$ cat src/rtl/cla_serial_add_arbiter.sv
// Round-robin sequencer that shares one external 4-bit CLA adder between two
// requesters, adding WIDTH-bit operands one nibble per cycle, LSB first.
module cla_serial_add_arbiter #(
  parameter int NIBBLES = 4,
  localparam int WIDTH = 4 * NIBBLES
) (
  input  logic             clk,
  input  logic             rst,
  input  logic             req0_valid,
  output logic             req0_ready,
  input  logic [WIDTH-1:0] req0_a,
  input  logic [WIDTH-1:0] req0_b,
  input  logic             req0_cin,
  input  logic             req1_valid,
  output logic             req1_ready,
  input  logic [WIDTH-1:0] req1_a,
  input  logic [WIDTH-1:0] req1_b,
  input  logic             req1_cin,
  output logic [3:0]       adder_a,
  output logic [3:0]       adder_b,
  output logic             adder_cin,
  input  logic [3:0]       adder_sum,
  input  logic             adder_cout,
  output logic             res_valid,
  input  logic             res_ready,
  output logic [WIDTH-1:0] res_sum,
  output logic             res_cout,
  output logic             res_ovf,
  output logic             res_id
);

  localparam int KW = (NIBBLES > 1) ? $clog2(NIBBLES) : 1;

  typedef enum logic [1:0] {
    IDLE = 2'd0,
    RUN  = 2'd1,
    DONE = 2'd2
  } state_t;

  state_t           state_r;
  state_t           state_nxt_s;
  logic [KW-1:0]    k_r;
  logic [KW+1:0]    bit_base_s;
  logic [WIDTH-1:0] a_r;
  logic [WIDTH-1:0] b_r;
  logic [WIDTH-1:0] sum_r;
  logic [WIDTH-1:0] sum_nxt_s;
  logic [WIDTH-1:0] res_sum_r;
  logic             cin_r;
  logic             carry_r;
  logic             id_r;
  logic             last_grant_r;
  logic             res_valid_r;
  logic             res_cout_r;
  logic             res_ovf_r;
  logic             res_id_r;
  logic             grant0_s;
  logic             grant1_s;
  logic             accept_s;
  logic             last_nib_s;

  assign bit_base_s = {k_r, 2'b00};
  assign last_nib_s = (k_r == KW'(NIBBLES - 1));
  assign accept_s   = grant0_s | grant1_s;
  assign req0_ready = grant0_s;
  assign req1_ready = grant1_s;

  assign res_valid  = res_valid_r;
  assign res_sum    = res_sum_r;
  assign res_cout   = res_cout_r;
  assign res_ovf    = res_ovf_r;
  assign res_id     = res_id_r;

  // Round-robin grant: on a tie, favour the requester not served last time.
  always_comb begin
    grant0_s = 1'b0;
    grant1_s = 1'b0;
    if ((state_r == IDLE) && !rst) begin
      grant1_s = req1_valid && (!req0_valid || !last_grant_r);
      grant0_s = req0_valid && !grant1_s;
    end else begin
      grant0_s = 1'b0;
      grant1_s = 1'b0;
    end
  end

  // Next-state logic for the IDLE -> RUN -> DONE sequence.
  always_comb begin
    state_nxt_s = state_r;
    case (state_r)
      IDLE: begin
        if (accept_s) state_nxt_s = RUN;
        else          state_nxt_s = IDLE;
      end
      RUN: begin
        if (last_nib_s) state_nxt_s = DONE;
        else            state_nxt_s = RUN;
      end
      DONE: begin
        if (res_ready) state_nxt_s = IDLE;
        else           state_nxt_s = DONE;
      end
      default: state_nxt_s = IDLE;
    endcase
  end

  // State register.
  always_ff @(posedge clk) begin
    if (rst) state_r <= IDLE;
    else     state_r <= state_nxt_s;
  end

  // Shared adder is driven only while running; carry comes from the operand on nibble 0.
  always_comb begin
    adder_a   = 4'd0;
    adder_b   = 4'd0;
    adder_cin = 1'b0;
    if (state_r == RUN) begin
      adder_a   = a_r[bit_base_s +: 4];
      adder_b   = b_r[bit_base_s +: 4];
      adder_cin = (k_r == {KW{1'b0}}) ? cin_r : carry_r;
    end else begin
      adder_a   = 4'd0;
      adder_b   = 4'd0;
      adder_cin = 1'b0;
    end
  end

  // Working sum with the current nibble merged in.
  always_comb begin
    sum_nxt_s = sum_r;
    sum_nxt_s[bit_base_s +: 4] = adder_sum;
  end

  // Operand capture, nibble stepping and result registers.
  always_ff @(posedge clk) begin
    if (rst) begin
      a_r          <= {WIDTH{1'b0}};
      b_r          <= {WIDTH{1'b0}};
      sum_r        <= {WIDTH{1'b0}};
      cin_r        <= 1'b0;
      carry_r      <= 1'b0;
      id_r         <= 1'b0;
      k_r          <= {KW{1'b0}};
      last_grant_r <= 1'b1;
      res_valid_r  <= 1'b0;
      res_sum_r    <= {WIDTH{1'b0}};
      res_cout_r   <= 1'b0;
      res_ovf_r    <= 1'b0;
      res_id_r     <= 1'b0;
    end else if (accept_s) begin
      a_r          <= grant1_s ? req1_a : req0_a;
      b_r          <= grant1_s ? req1_b : req0_b;
      cin_r        <= grant1_s ? req1_cin : req0_cin;
      id_r         <= grant1_s;
      last_grant_r <= grant1_s;
      k_r          <= {KW{1'b0}};
    end else if (state_r == RUN) begin
      sum_r   <= sum_nxt_s;
      carry_r <= adder_cout;
      if (last_nib_s) begin
        res_valid_r <= 1'b1;
        res_sum_r   <= sum_nxt_s;
        res_cout_r  <= adder_cout;
        res_ovf_r   <= (a_r[WIDTH-1] == b_r[WIDTH-1]) && (sum_nxt_s[WIDTH-1] != a_r[WIDTH-1]);
        res_id_r    <= id_r;
      end else begin
        k_r <= k_r + KW'(1'b1);
      end
    end else if ((state_r == DONE) && res_ready) begin
      res_valid_r <= 1'b0;
    end
  end

endmodule

$ cat config.mk
export PLATFORM = sky130hd
export DESIGN_NAME = cla_serial_add_arbiter
export DESIGN_NICKNAME = d
export VERILOG_FILES = /design/src/rtl/cla_serial_add_arbiter.sv
export SDC_FILE = /design/constraint.sdc
export NUM_CORES = 1
export LEC_CHECK = 0
export CORE_UTILIZATION = 30
export CTS_CLUSTER_DIAMETER = 80
export DETAILED_ROUTE_END_ITERATION = 10
export GPL_TIMING_DRIVEN = 0
export PLACE_DENSITY = 0.57
export SLEW_MARGIN = 20
export SYNTH_ARGS = -nofsm -noshare
export SYNTH_HDL_FRONTEND = slang
export SYNTH_SLANG_ARGS = --single-unit
$ cat constraint.sdc
create_clock -name clk -period 4.8 [get_ports clk]
set_clock_uncertainty 0.15 [all_clocks]
set_input_delay 0.72 -clock clk [delete_from_list [all_inputs] [get_ports clk]]
set_output_delay 0.72 -clock clk [all_outputs]
set_load 0.01 [all_outputs]
==> impl_metrics.csv, run 1 <==
group,metric,value,unit
detailed_routing,wl,10300,µm
worst_hold_path,hold_path.startpoint,"res_cout$_SDFFE_PP0P_",
synth,ys_types,42,
floorplanning,die-area,13000,µm²
placed_design,gp_congestion,0.796,
detailed_routing,vias,3266,
global_routing,antenna_found_initial,0,
cts,cts_setup_buffers,0,
cts,cts_tree,"yes",
detailed_routing,via_per_inst,4.80,
placed_design,dp.final_hpwl,7830,µm
critical_path,crit_required,3.93,ns
sta,slew_headroom,0.596,
sta,clock.fmax,0.289,GHz
critical_path,path_max_fanout,10,
power_and_ir_drop,leakage,0.00208,µW
floorplanning,row_count,40,
sta,setup_viol,0,
final_layout,drive_gt1_frac,0.117,
final_layout,final_common_cell,"clkdlybuf4s50_1",
final_layout,final_cell_mix,"106 x clkdlybuf4s50_1, 76 x dfxtp_1, 42 x nor2_1, 35 x mux2i_1, 34 x nand3b_1",
global_routing,grtUsageTotal,0.164,
floorplanning,die_width,114,µm
synth,yosys_most_used_dff,"dfxtp_1",
cts,cts-buffers-inserted,9,
critical_path,cp-start-kind,"input pin",
critical_path,worst_setup_path_end_kind,"output pin",
final_layout,multi_input_area,2010,µm²
detailed_routing,first_pass_iters,4,
synth,ys_ff_latch,76,
synth,synth_warnings,0,
global_routing,grt_pass1_wl,16400,µm
cts,path_clk_slew,0.06,ns
cts,clock_latency,0.33,ns
cts,cts_repair_resize_count,0,
sta,worst_pin_slew,0.606,ns
critical_path,cp_slowest_cell,"clkdlybuf4s50_1",
final_layout,area_delta_synth_final,41.7,%
floorplanning,design.core.area,12100,µm²
synth,synth_seq_area_share,0.404,
detailed_routing,drt-wirelength-per-cell,15.1,µm
critical_path,arrival,2.59,ns
critical_path,cp_cell_sequence,"clkdlybuf4s50_1, nor3_4, nand3_1, buf_4, buf_6, inv_1, clkdlybuf4s50_1",
cts,cts_max_path_buffers,2,
critical_path,crit_type,"input pin to output pin",
cts,htree_levels,3,
critical_path,cp-startpoint,"rst",
critical_path,max_stage_delay,0.56,ns
synth,syn_area_per_cell,9.66,µm²
floorplanning,die_h,114,µm
floorplanning,start_util,0.311,
worst_hold_path,hold_class,"flip-flop to flip-flop",
global_routing,globalRouteOverflowTotal,0,
sta,hold_violations,0,
placed_design,portBuffers,106,
floorplanning,ios,107,
global_routing,grt_max_degree,15,
synth,syn_area,3770,µm²
critical_path,crit_top_cell,"clkdlybuf4s50_1",
sta,final_max_slew_viol_count,0,
outcome,status,"complete, no violations",
power_and_ir_drop,finalPower,1670,µW
synth,synth-edff-count,0,
final_layout,nFillCells,1244,
sta,setup_tns,0,ns
power_and_ir_drop,ir_drop,0.208,mV
detailed_routing,drt_iter0_drc,103,
sta,finalCritPeriodShare,0.720,
critical_path,r2r_start,"k_r[1]$_SDFFE_PP0N_",
detailed_routing,drtAntennaViolNets,0,
cts,hold_buffers,0,
synth,synth_fp_nets,472,
cts,cts_sinks,76,
synth,synthArstFlopShare,0,
synth,syn_inst,390,
run,drv_cap,0,
power_and_ir_drop,power_per_cell_area,312,nW/µm²
sta,min_period,3.46,ns
cts,cts_root_buf,"clkbuf_16",
sta,rsz0062_at_grt,"false",
final_layout,seqCellArea,1520,µm²
global_routing,grt_pass1_vias,3255,
detailed_routing,route.detailed.drc,0,
final_layout,diodes,0,
final_layout,nets,589,
==> worst max-delay path, delay by kind of cell <==
kind | cells | cell delay [ns]
buf+inv | 5 | 1.51
simple gates | 2 | 0.36
==> registers in the layout, summed over array words and instances (netlist names) <==
signal,count
a_r,16
b_r,16
carry_r,1
cin_r,1
id_r,1
k_r,2
last_grant_r,1
res_cout,1
res_id,1
res_ovf,1
res_sum,16
res_valid,1
state_r,2
sum_r,16
==> cells in the mapped netlist (2+ instances only) <==
| cell | number | share of area |
|---|---|---|
| dfxtp_1 | 76 | 0.40 |
| nor2_1 | 42 | 0.042 |
| mux2i_1 | 35 | 0.093 |
| nand3b_1 | 34 | 0.068 |
| o21ai_1 | 28 | 0.037 |
| nor2b_1 | 18 | 0.030 |
| a211oi_1 | 16 | 0.032 |
| nand2_1 | 15 | 0.015 |
| clkbuf_1 | 13 | 0.013 |
| a211oi_2 | 12 | 0.040 |
| a31oi_1 | 11 | 0.018 |
| and2_1 | 9 | 0.015 |
| buf_6 | 8 | 0.024 |
| buf_2 | 7 | 0.0093 |
| inv_1 | 7 | 0.0070 |
| a21oi_1 | 6 | 0.0080 |
| ha_1 | 6 | 0.020 |
| mux4_2 | 6 | 0.036 |
| nor3_1 | 6 | 0.0080 |
| o21ai_0 | 5 | 0.0066 |
| o22ai_1 | 4 | 0.0066 |
| nand2b_1 | 3 | 0.0050 |
| buf_4 | 2 | 0.0040 |
| mux4_1 | 2 | 0.014 |
| nand3_1 | 2 | 0.0027 |
==> stage by stage <==
step	hold slack (ns)	worst slack, ns	std cells	util	area [µm²]
floorplan	0.282	2.54	390	-	3770
global placement	0.300	1.35	664	0.416	5040
detailed placement	0.302	1.34	664	0.416	5040
CTS	0.316	1.32	680	0.441	5340
global route	0.341	1.18	680	0.441	5340
finish	0.309	1.34	680	0.441	5340
==> power breakdown <==
group / total, µW / switching (µW) / leakage, µW / internal [µW]
clock network: 677 / 272 / 0.000142 / 405
registers: 704 / 26.0 / 0.000624 / 678
logic: 286 / 132 / 0.00131 / 153
==> metal layers <==
metal / vias to the layer above / track usage / wire length (µm)
met3: 10 / 0.0376 / 605
met5: - / 0 / 0
met1: 1518 / 0.207 / 4750
li1: 1635 / - / -
met4: 0 / 0.0416 / 97
met2: 103 / 0.282 / 4800
==> path summary, 6_finish.rpt <==
| path | depth (start not counted) | slack, ns | end |
|---|---|---|---|
| worst min register to register | 2 | 0.31 | res_cout$_SDFFE_PP0P_ |
| worst max register to register | 7 | 2.10 | res_ovf$_SDFFE_PP0P_ |
| worst min-delay path | 2 | 0.31 | res_cout$_SDFFE_PP0P_ |
| worst max-delay path | 7 | 1.34 | req1_ready |
==> area by class of cell <==
class | count | area share
Multi-Input combinational cell | 275 | 0.377
Sequential cell | 76 | 0.285
Timing Repair Buffer | 106 | 0.199
Clock buffer | 9 | 0.0422
Tap cell | 168 | 0.0394
Buffer | 32 | 0.0389
Clock inverter | 7 | 0.0143
Inverter | 7 | 0.00492
==> kinds of logic (layout without fill, tap and decap cells) <==
| kind of cell | count (synthesis) | count (layout) | share of synthesized area |
|---|---|---|---|
| multiplexers | 43 | 43 | 0.143 |
| AND/OR/NAND/NOR | 137 | 137 | 0.204 |
| buffers and inverters | 39 | 161 | 0.0621 |
| flip-flops | 76 | 76 | 0.404 |
| AO/OA/AOI/OAI | 88 | 88 | 0.165 |
| adder cells (fa/ha/maj) | 6 | 6 | 0.0199 |
| XOR/XNOR | 1 | 1 | 0.00232 |
(Power assumes the default switching activity.)
==> inputs of run 2 (changes only) <==
--- a/config.mk
+++ b/config.mk
@@ -9,7 +9,7 @@
 export CTS_CLUSTER_DIAMETER = 80
 export DETAILED_ROUTE_END_ITERATION = 10
 export GPL_TIMING_DRIVEN = 0
-export PLACE_DENSITY = 0.57
+export PLACE_DENSITY = 0.59
 export SLEW_MARGIN = 20
 export SYNTH_ARGS = -nofsm -noshare
 export SYNTH_HDL_FRONTEND = slang
==> constraint.sdc (replaced) <==
create_clock -name clk -period 2.97 [get_ports clk]
set_clock_uncertainty 0.15 [all_clocks]
set_input_delay 0.4455 -clock clk [delete_from_list [all_inputs] [get_ports clk]]
set_output_delay 0.4455 -clock clk [all_outputs]
set_load 0.01 [all_outputs]
==> run 2 against run 1 <==
Worst hold slack worse by 0.0026 ns; count of clock-buffer cells in the layout increased by 1; setup slack worse by 1.2 ns; wire length fell by 0.75%; sequential power is 62% higher; combinational power is 62% higher; core utilization increased by 0.11 points.
==> impl_metrics.csv, run 2 (same netlist as run 1, synthesis figures left out) <==
group,metric,value,unit
outcome,status,"complete, no violations",
placed_design,portBuffers,106,
placed_design,gp_congestion,0.778,
worst_hold_path,whs_path_depth,2,
global_routing,grtUsageTotal,0.162,
power_and_ir_drop,p_clk_frac,0.405,
final_layout,final_common_cell,"clkdlybuf4s50_1",
placed_design,dp.final_hpwl,7860,µm
cts,clock_latency,0.32,ns
critical_path,cp_cell_sequence,"clkbuf_4, inv_1, ha_1, mux2i_1, nor2_1, clkdlybuf4s50_1",
cts,cts_root_buf,"clkbuf_16",
sta,worst_pin_slew,0.554,ns
worst_hold_path,hold_class,"flip-flop to flip-flop",
critical_path,max_stage_delay,0.57,ns
sta,final_max_slew_viol_count,0,
sta,hold_slack,0.307,ns
detailed_routing,route.detailed.drc,0,
final_layout,diodes,0,
critical_path,crit_type,"flip-flop to output pin",
critical_path,cp-startpoint,"k_r[1]$_SDFFE_PP0N_",
critical_path,worst_setup_path_end_kind,"output pin",
cts,htree_levels,3,
final_layout,seqCellArea,1530,µm²
sta,finalCritPeriodShare,0.959,
cts,cts_setup_buffers,0,
power_and_ir_drop,finalPower,2690,µW
final_layout,multi_input_area,2010,µm²
sta,min_period,2.85,ns
detailed_routing,drt_iter0_drc,109,
floorplanning,die_h,114,µm
final_layout,area_delta_synth_final,42.1,%
global_routing,antenna_found_initial,0,
detailed_routing,via_per_inst,4.75,
sta,hold_violations,0,
global_routing,grt_pass1_wl,16300,µm
cts,cts_sinks,76,
detailed_routing,wl_met2,4930,µm
final_layout,final_cell_mix,"105 x clkdlybuf4s50_1, 75 x dfxtp_1, 42 x nor2_1, 35 x mux2i_1, 34 x nand3b_1",
final_layout,drive_gt1_frac,0.119,
run,drv_cap,0,
power_and_ir_drop,leakage,0.00210,µW
cts,cts_repair_resize_count,2,
critical_path,worstRegToRegCells,7,
detailed_routing,vias,3227,
critical_path,cp-start-kind,"flip-flop",
power_and_ir_drop,p_int,2000,µW
critical_path,path_max_fanout,10,
floorplanning,start_util,0.311,
power_and_ir_drop,netSwitchingFraction,0.256,
global_routing,globalRouteOverflowTotal,0,
final_layout,nFillCells,1245,
sta,setup_viol,0,
global_routing,grt_max_degree,15,
detailed_routing,drt-wirelength-per-cell,15.0,µm
worst_hold_path,hold_path.startpoint,"res_id$_SDFFE_PP0P_",
floorplanning,die_width,114,µm
cts,cts-buffers-inserted,9,
critical_path,crit_required,2.37,ns
cts,cts_tree,"yes",
cts,cts_max_path_buffers,2,
critical_path,r2r_end,"res_ovf$_SDFFE_PP0P_",
global_routing,grt_pass1_vias,3277,
detailed_routing,top_layer_used,"met4",
floorplanning,die-area,13000,µm²
sta,clock.fmax,0.351,GHz
power_and_ir_drop,ir_drop,0.298,mV
critical_path,path_delay_family,"buffers and inverters",
detailed_routing,first_pass_iters,4,
critical_path,cp_slowest_cell,"clkdlybuf4s50_1",
power_and_ir_drop,power_per_cell_area,502,nW/µm²
critical_path,r2r_start,"k_r[1]$_SDFFE_PP0N_",
critical_path,rrSetupSlack,0.54,ns
final_layout,nets,589,
floorplanning,ios,107,
power_and_ir_drop,power.switching,687,µW
power_and_ir_drop,comb_power_share,0.172,
detailed_routing,drtAntennaViolNets,0,
critical_path,critPathBufInv,3,
placed_design,place_ws,0.0304,ns
cts,hold_buffers,0,
power_and_ir_drop,seq_power_share,0.423,
detailed_routing,wl,10200,µm
critical_path,arrival,2.25,ns
floorplanning,row_count,40,
sta,setup_tns,0,ns
detailed_routing,met1_length,4590,µm
detailed_routing,route.met3.wl,596,µm
cts,path_clk_slew,0.06,ns
sta,layout_setup_ws,0.123,ns
floorplanning,design.core.area,12100,µm²
sta,slew_headroom,0.630,
worst_hold_path,hold_end,"res_id$_SDFFE_PP0P_",
==> run 2: layer usage <==
metal,track usage,vias up
li1,-,1622
met1,0.197,1496
met2,0.284,104
met3,0.0434,5
met4,0.0364,0
met5,0,-
==> run 2: final cells by class <==
cell class                 count  share of cell area
multi-input combinational    275               0.376
sequential                    76               0.285
timing repair buffer         106               0.199
clock buffer                  10              0.0428
buffer                        32              0.0402
tap                          168              0.0393
clock inverter                 6              0.0136
inverter                       7             0.00491
==> run 2: metrics by stage <==
stage | std cells | area (µm²) | utilization
CTS | 680 | 5340 | 0.441
finish | 680 | 5360 | 0.442
global placement | 664 | 5040 | 0.416
detailed placement | 664 | 5040 | 0.416
global route | 680 | 5360 | 0.442
floorplan | 390 | 3770 | -
==> run 2: power by group through the flow <==
stage	clock, µW	combinational, µW	sequential, µW
final	1090	462	1140
after global routing	1170	506	1140
after CTS	1110	465	1140
after detailed placement	0	462	1160
after global placement	0	454	1160
after floorplan	0	276	1140
==> run 2: how the worst max path moves through the flow <==
stage,slack [ns],cells past startpoint,to
after global placement,0.06,7,req1_ready
after detailed placement,0.03,7,req1_ready
final,0.12,6,adder_cin
after global routing,-0.02,6,adder_cin
after floorplan,0.71,7,res_ovf$_SDFFE_PP0P_
after CTS,0.02,7,req1_ready
==> run 2: tightest hold or removal path, stage by stage (launching register included) <==
cell and delay, ns:
dfxtp_1 0.31, nand2_1 0.05, a21oi_1 0.05
==> inputs of run 3 (changes only) <==
--- a/config.mk
+++ b/config.mk
@@ -5,11 +5,13 @@
 export SDC_FILE = /design/constraint.sdc
 export NUM_CORES = 1
 export LEC_CHECK = 0
+export CORE_MARGIN = 2
 export CORE_UTILIZATION = 30
 export CTS_CLUSTER_DIAMETER = 80
 export DETAILED_ROUTE_END_ITERATION = 10
 export GPL_TIMING_DRIVEN = 0
 export PLACE_DENSITY = 0.59
+export RECOVER_POWER = 50
 export SLEW_MARGIN = 20
 export SYNTH_ARGS = -nofsm -noshare
 export SYNTH_HDL_FRONTEND = slang
==> run 3 against run 2 <==
Power grew 2.3%; sequential power is essentially flat; sequential share of layout area barely moved; first-iteration DRC count is 20% higher; wire length up 4.7%; core utilization down 0.19 points; fmax decreased by 0.86%; non-clock buffer count shrank 1; register-to-register slack better by 0.05 ns; combinational power decreased by 0.9%; via count increased by 1.9%; die area is 3.5% higher; critical path type is now input pin to output pin; largest cell class unchanged; largest power group is now the clock network.
==> impl_metrics.csv, run 3 (same netlist as run 1, synthesis figures left out) <==
group,metric,value,unit
outcome,status,"complete, no violations",
floorplanning,die-area,13500,µm²
sta,slew_headroom,0.615,
global_routing,grtUsageTotal,0.163,
sta,rsz0062_at_grt,"false",
detailed_routing,vias,3288,
cts,clock_latency,0.33,ns
placed_design,dp.final_hpwl,8120,µm
final_layout,final_common_cell,"clkdlybuf4s50_1",
final_layout,seqCellArea,1530,µm²
detailed_routing,first_pass_iters,4,
final_layout,final_cell_area,5350,µm²
critical_path,cp-endpoint,"req1_ready",
cts,cts-buffers-inserted,9,
critical_path,arrival,2.28,ns
detailed_routing,drt-wirelength-per-cell,15.7,µm
critical_path,r2r_end,"res_ovf$_SDFFE_PP0P_",
critical_path,worst_setup_path_end_kind,"output pin",
final_layout,drive_gt1_frac,0.110,
global_routing,grt_pass1_vias,3357,
floorplanning,row_count,40,
floorplanning,design.core.area,12200,µm²
placed_design,portBuffers,106,
detailed_routing,via_per_inst,4.85,
cts,htree_levels,3,
global_routing,globalRouteOverflowTotal,0,
critical_path,path_max_fanout,10,
sta,setup_viol,0,
critical_path,r2r_start,"k_r[1]$_SDFFE_PP0N_",
critical_path,worstRegToRegCells,7,
cts,path_clk_slew,0.06,ns
detailed_routing,drtAntennaViolNets,0,
sta,hold_violations,0,
critical_path,crit_required,2.37,ns
final_layout,nets,588,
sta,setup_tns,0,ns
critical_path,rrSetupSlack,0.59,ns
power_and_ir_drop,ir_drop,0.366,mV
sta,min_period,2.87,ns
final_layout,nFillCells,1218,
global_routing,grt_pass1_wl,16900,µm
critical_path,max_stage_delay,0.56,ns
cts,cts_tree,"yes",
global_routing,antenna_found_initial,0,
placed_design,place_ws,0.0909,ns
sta,final_max_slew_viol_count,0,
run,drv_cap,0,
detailed_routing,route.detailed.drc,0,
sta,finalCritPeriodShare,0.967,
placed_design,dpl_cell_area,5040,µm²
global_routing,grt_max_degree,14,
cts,cts_max_path_buffers,2,
power_and_ir_drop,leakage,0.00216,µW
sta,layout_setup_ws,0.0981,ns
critical_path,cp_slowest_cell,"clkdlybuf4s50_1",
critical_path,cp-startpoint,"rst",
detailed_routing,drt_iter0_drc,131,
power_and_ir_drop,power_per_cell_area,514,nW/µm²
sta,clock.fmax,0.348,GHz
cts,cts_sinks,76,
critical_path,crit_top_cell,"clkdlybuf4s50_1",
floorplanning,die_width,116,µm
critical_path,crit_type,"input pin to output pin",
critical_path,cp_cell_sequence,"clkdlybuf4s50_1, nor3_4, nand3_1, buf_4, buf_6, inv_1, clkdlybuf4s50_1",
final_layout,final_cell_mix,"85 x clkdlybuf4s50_1, 75 x dfxtp_1, 42 x nor2_1, 35 x mux2i_1, 34 x nand3b_1",
final_layout,diodes,0,
worst_hold_path,whs_path_depth,2,
placed_design,gp_congestion,0.787,
cts,cts_root_buf,"clkbuf_16",
worst_hold_path,hold_class,"flip-flop to flip-flop",
final_layout,multi_input_area,2010,µm²
floorplanning,die_h,116,µm
floorplanning,ios,107,
floorplanning,start_util,0.310,
sta,worst_pin_slew,0.578,ns
detailed_routing,wl,10700,µm
critical_path,cp-start-kind,"input pin",
final_layout,area_delta_synth_final,42.1,%
[run 3: final cells by class]
cell class / count / area share
Inverter: 7 / 0.00491
Sequential cell: 76 / 0.285
Buffer: 31 / 0.0386
Clock buffer: 9 / 0.0421
Clock inverter: 6 / 0.0168
Multi-Input combinational cell: 275 / 0.375
Timing Repair Buffer: 106 / 0.198
Tap cell: 168 / 0.0393
[run 3: per-layer routing]
| metal | up-vias | track usage | share of wire |
|---|---|---|---|
| met5 | - | 0 | 0 |
| met1 | 1553 | 0.201 | 0.45 |
| li1 | 1625 | - | - |
| met2 | 98 | 0.281 | 0.48 |
| met3 | 12 | 0.0450 | 0.062 |
| met4 | 0 | 0.0437 | 0.012 |
[run 3: worst min-delay path by stage]
stage,startpoint,end,slack (ns)
2_1_floorplan,id_r$_SDFFE_PP0P_,res_id$_SDFFE_PP0P_,0.28
5_1_grt,res_id$_SDFFE_PP0P_,res_id$_SDFFE_PP0P_,0.34
6_report,res_id$_SDFFE_PP0P_,res_id$_SDFFE_PP0P_,0.30
3_3_place_gp,sum_r[0]$_SDFFE_PP0P_,sum_r[0]$_SDFFE_PP0P_,0.30
4_1_cts,res_id$_SDFFE_PP0P_,res_id$_SDFFE_PP0P_,0.31
3_5_place_dp,res_id$_SDFFE_PP0P_,res_id$_SDFFE_PP0P_,0.30
[run 3: repair_timing]
item	CTS	global route
gates cloned	0	0
setup endpoints to repair	7	8
setup buffers	0	0
gates resized for setup	2	4
hold buffers	0	0
[run 3: through the flow]
stage / utilization / instances / total power (µW) / hold WS (ns)
after floorplan: - / 390 / 1420 / 0.282
after global placement: 0.414 / 664 / 1610 / 0.299
after detailed placement: 0.414 / 664 / 1630 / 0.299
after CTS: 0.441 / 679 / 2790 / 0.307
after global routing: 0.440 / 678 / 2880 / 0.338
final: 0.440 / 678 / 2750 / 0.301
[run 3: worst max-delay path: cells and delay by family]
family        cells  cell delay [ns]
buf+inv           5             1.51
simple gates      2             0.32
[run 3: where the power goes]
| part | internal, µW | switching (µW) | total [µW] |
|---|---|---|---|
| Combinational | 244 | 214 | 458 |
| Clock | 732 | 425 | 1160 |
| Sequential | 1100 | 41.0 | 1140 |
| Total | 2070 | 680 | 2750 |
